--- config.mk ---
export PLATFORM = sky130hd
export DESIGN_NAME = fetch_unit
export DESIGN_NICKNAME = d
export VERILOG_FILES = /design/src/rtl/fetch_unit.sv
export SDC_FILE = /design/constraint.sdc
export NUM_CORES = 1
export LEC_CHECK = 0
export CAP_MARGIN = 10
export CORE_MARGIN = 2
export CORE_UTILIZATION = 40
export DETAILED_ROUTE_END_ITERATION = 8
export MAX_ROUTING_LAYER = met4
export PLACE_DENSITY = 0.71
export SYNTH_ARGS = -nofsm -noshare
export SYNTH_HDL_FRONTEND = slang
export SYNTH_SLANG_ARGS = --single-unit
--- constraint.sdc ---
create_clock -name clk -period 2.9 [get_ports clk]
set_clock_uncertainty 0.1 [all_clocks]
set_input_delay 0.29 -clock clk [delete_from_list [all_inputs] [get_ports clk]]
set_output_delay 0.29 -clock clk [all_outputs]
set_load 0.05 [all_outputs]
--- src/rtl/fetch_unit.sv ---
// Instruction-fetch stage: owns the PC, drives the instruction-memory word address
// and captures the returned word into the IF/ID pipeline register.
module fetch_unit #(
  parameter logic [31:0] RESET_PC = 32'h00400000
) (
  input  logic        clk,
  input  logic        reset,
  input  logic        stall,
  input  logic        flush,
  input  logic        redirect_valid,
  input  logic [31:0] redirect_target,
  output logic [29:0] imem_addr,
  input  logic [31:0] imem_data,
  output logic [31:0] if_pc,
  output logic [31:0] if_pc_plus4,
  output logic [31:0] if_inst,
  output logic        if_valid,
  output logic        fetch_fault,
  output logic [31:0] fetch_count
);

  localparam int unsigned XLEN = 32;
  localparam logic [XLEN-1:0] PC_STEP = XLEN'(4);
  localparam logic [XLEN-1:0] COUNT_MAX = '1;

  logic [XLEN-1:0] pc_q, pc_d;
  logic [XLEN-1:0] if_pc_q, if_pc_d;
  logic [XLEN-1:0] if_pc_plus4_q, if_pc_plus4_d;
  logic [XLEN-1:0] if_inst_q, if_inst_d;
  logic            if_valid_q, if_valid_d;
  logic            fetch_fault_q, fetch_fault_d;
  logic [XLEN-1:0] fetch_count_q, fetch_count_d;
  logic [XLEN-1:0] pc_plus4;

  // Next-state for PC and IF/ID; redirect overrides stall, flush/redirect bubble IF/ID
  always_comb begin
    pc_d          = pc_q;
    if_pc_d       = if_pc_q;
    if_pc_plus4_d = if_pc_plus4_q;
    if_inst_d     = if_inst_q;
    if_valid_d    = if_valid_q;
    fetch_fault_d = fetch_fault_q;
    fetch_count_d = fetch_count_q;
    pc_plus4      = pc_q + PC_STEP;

    if (redirect_valid) begin
      pc_d = {redirect_target[31:2], 2'b00};
    end else if (!stall) begin
      pc_d = pc_plus4;
    end

    if (redirect_valid || flush) begin
      if_valid_d = 1'b0;
      if_inst_d  = '0;
    end else if (!stall) begin
      if_valid_d    = 1'b1;
      if_inst_d     = imem_data;
      if_pc_d       = pc_q;
      if_pc_plus4_d = pc_plus4;
      if (fetch_count_q != COUNT_MAX) begin
        fetch_count_d = fetch_count_q + XLEN'(1);
      end
    end

    if (redirect_valid && (redirect_target[1:0] != 2'b00)) begin
      fetch_fault_d = 1'b1;
    end
  end

  always_ff @(posedge clk) begin
    if (reset) begin
      pc_q          <= {RESET_PC[31:2], 2'b00};
      if_pc_q       <= '0;
      if_pc_plus4_q <= PC_STEP;
      if_inst_q     <= '0;
      if_valid_q    <= 1'b0;
      fetch_fault_q <= 1'b0;
      fetch_count_q <= '0;
    end else begin
      pc_q          <= pc_d;
      if_pc_q       <= if_pc_d;
      if_pc_plus4_q <= if_pc_plus4_d;
      if_inst_q     <= if_inst_d;
      if_valid_q    <= if_valid_d;
      fetch_fault_q <= fetch_fault_d;
      fetch_count_q <= fetch_count_d;
    end
  end

  // Address comes straight from the PC register, never from the control inputs
  assign imem_addr   = pc_q[31:2];
  assign if_pc       = if_pc_q;
  assign if_pc_plus4 = if_pc_plus4_q;
  assign if_inst     = if_inst_q;
  assign if_valid    = if_valid_q;
  assign fetch_fault = fetch_fault_q;
  assign fetch_count = fetch_count_q;

endmodule

==> results.toml <==
[final_layout]
syn2layout_area_growth_pct = 44.2
nNetsFinal = 1108
num_antenna_cells = 0
stdcell_count = 1275
drive_above_1_share = 0.0657

[global_route]
grt_max_degree = 92
gr-usage-all-layers = 0.221
grt_pass1_vias = 6060
antenna_found_initial = 0
grt_remaining_overflow = 0
grt_pass1_wl_um = 31400

[clock_network]
numCtsBuffers = 17
root_buffer = "clkbuf_16"
post_cts.repair.setup_buffers = 0
clock_path_buffers = 2
cts_sinks = 156
hold_buffers = 0
cts_resized = 0
htreeDepth = 4
insertion_delay_ps = 430
tritoncts = "built"
path_clk_slew_ps = 60

[worst_setup_path]
worst_ep_arrival_time_ps = 2810
reg2reg_depth = 5
end_kind = "flip-flop"
critPathLaunchType = "flip-flop"
rrSetupSlack_ps = 280
critPathMaxFanout = 12
r2r-end = "fetch_count[19]"
crit_type = "flip-flop to flip-flop"
required_ps = 3090
r2r_start = "fetch_count[24]"

[floorplanning]
ios = 229
fp-row-count = 48
coreArea_mm2 = 0.0172
die_area_mm2 = 0.0186
die_w_um = 137
die_h_um = 137
start_util = 0.408

[place]
numPortBuffers = 224
gp_congestion = 0.875
hpwl_um = 14400
placed_cells = 1243

[timing]
max_freq_mhz = 382
rsz0062_at_grt = "false"
max-slew-margin-rel = 0.272
finalHoldViolCount = 0
tns_ps = 0
final.period_utilization = 0.903
finalMaxSlewViolations = 0
period_minus_slack_ps = 2620
finalSetupViolations = 0
worst_pin_slew_ps = 1070

[power_and_ir_drop]
p_sw_w = 0.00146
swShare = 0.261
pwr-share-clk = 0.454
irDropWorstVdd_mv = 0.454
p_seq_frac = 0.409
p_comb_frac = 0.137
p_int_w = 0.00412
p_leak_nw = 3.63
power_density_mw_per_mm2 = 550

[logic_synthesis]
synth-async-reset-ratio = 0
synth_top_flop_cell = "dfxtp_1"
synth_area_leaders = "dfxtp_1 44%, a21oi_1 6.7%, mux2i_1 5.6%, nand2_1 5.0%, xnor2_1 4.6%"
synth_edf_count = 0
yosysTopAreaCellShare = 0.445
ys_ff_latch = 156
ys_seq_area_frac = 0.445
ys_types = 50
yosys-top-cells-count = "156 x dfxtp_1, 94 x a21oi_1, 94 x nand2_1, 77 x nor2_1, 43 x o21ai_0"
syn_area_mm2 = 0.00703
ys_warn_count = 0
syn_inst = 834
synth.most_common_cell = "dfxtp_1"
synth.avg_cell_area_um2 = 8.42
synth_area_leader_cell = "dfxtp_1"

[min_path]
hp-class = "input port to flip-flop"
hold_end = "pc_q[2]"
hp-start = "redirect_valid"
whs_path_depth = 3

[drt]
route.vias.total = 6577
drt_wl_total_um = 20200
post-route-drc-count = 0
firstDrtPassIters = 5
vias_per_cell = 5.16
drt_iter0_drc = 366
wl_per_cell_um = 15.9
antenna_left = 0

[outcome]
status = "finished, final reports clean"

[job]
maxCapViolCount = 0
-- sequential cells by signal (all words and copies together) (netlist names) --
name	cells
fetch_count	32
fetch_fault	1
if_inst	32
if_pc	30
if_pc_plus4	30
if_valid	1
pc_q	30
-- routing by layer --
metal  global-route usage  vias to the layer above  share of wire
met5                    -                        -              0
li1                     -                     3284              -
met1                0.283                     3056           0.44
met3               0.0493                       31          0.063
met4               0.0880                        0          0.025
met2                0.340                      206           0.47
-- metrics by stage --
stage	utilization	instance area [µm²]	setup WS (ps)	power, W	hold slack, ps
after floorplan	-	7040	346	0.00279	333
after global placement	0.549	9460	383	0.00309	334
after detailed placement	0.549	9460	311	0.00309	346
after CTS	0.588	10100	306	0.00562	83.8
after global routing	0.588	10100	49.3	0.00576	107
final	0.588	10100	283	0.00557	99.5
-- cells by family after synthesis --
kind of cell               count (synthesis)  share of synthesized area
xor gates and xnor gates                  64                     0.0798
AOI/OAI and AO/OA                        177                      0.144
other                                      1                   0.000534
DFF                                      156                      0.445
muxes                                     39                     0.0556
buffers and inverters                     89                     0.0538
and+or+nand+nor                          306                      0.218
adders and majority gates                  2                    0.00356
-- how the worst max path moves through the flow --
stage / start / endpoint / slack [ps] / cells past startpoint
2_1_floorplan: pc_q[2] / pc_q[28] / 350 / 7
3_3_place_gp: flush / fetch_count[19] / 380 / 6
3_5_place_dp: fetch_count[24] / fetch_count[21] / 310 / 5
4_1_cts: fetch_count[24] / fetch_count[19] / 310 / 5
5_1_grt: fetch_count[24] / fetch_count[19] / 50 / 5
6_report: fetch_count[24] / fetch_count[19] / 280 / 5
-- worst max-delay path, cell delays in order (launching register included) --
cell and delay (ps):
dfxtp_1 430, nand4_1 180, or3_1 540, o311ai_1 960, or4_1 220, a21oi_1 60
-- cells in the final DEF, fill, tap and decap left out, types with 8 or more instances in the layout --
cell type | synthesis | layout
clkdlybuf4s50_1 | 0 | 221
dfxtp_1 | 156 | 156
a21oi_1 | 94 | 94
nand2_1 | 94 | 94
nor2_1 | 77 | 77
o21ai_0 | 43 | 43
mux2i_1 | 39 | 39
xnor2_1 | 37 | 37
xor2_1 | 27 | 27
nand3_1 | 24 | 24
or3_1 | 22 | 22
inv_1 | 22 | 22
buf_4 | 6 | 22
nand4_1 | 19 | 19
clkbuf_16 | 0 | 17
o21a_1 | 16 | 16
nor4_1 | 14 | 14
and4_1 | 12 | 12
nor3_1 | 13 | 12
a211oi_1 | 9 | 9
and2_1 | 8 | 8
-- layout make-up --
class / count / area [µm²]
Sequential cell: 156 / 3120
Multi-Input combinational cell: 592 / 3540
Clock buffer: 20 / 467
Clock inverter: 12 / 208
Fill cell: 1564 / 7100
Timing Repair Buffer: 247 / 2430
Inverter: 23 / 86.3
Tap cell: 225 / 282
-- power groups by stage --
stage / Combinational [W] / Sequential, W / Clock [W]
global placement: 0.000763 / 0.00232 / 0
detailed placement: 0.000766 / 0.00233 / 0
finish: 0.000766 / 0.00228 / 0.00253
floorplan: 0.000252 / 0.00254 / 0
global route: 0.000813 / 0.00229 / 0.00265
CTS: 0.000770 / 0.00228 / 0.00258
No activity file was read; power rests on OpenSTA's default activity.
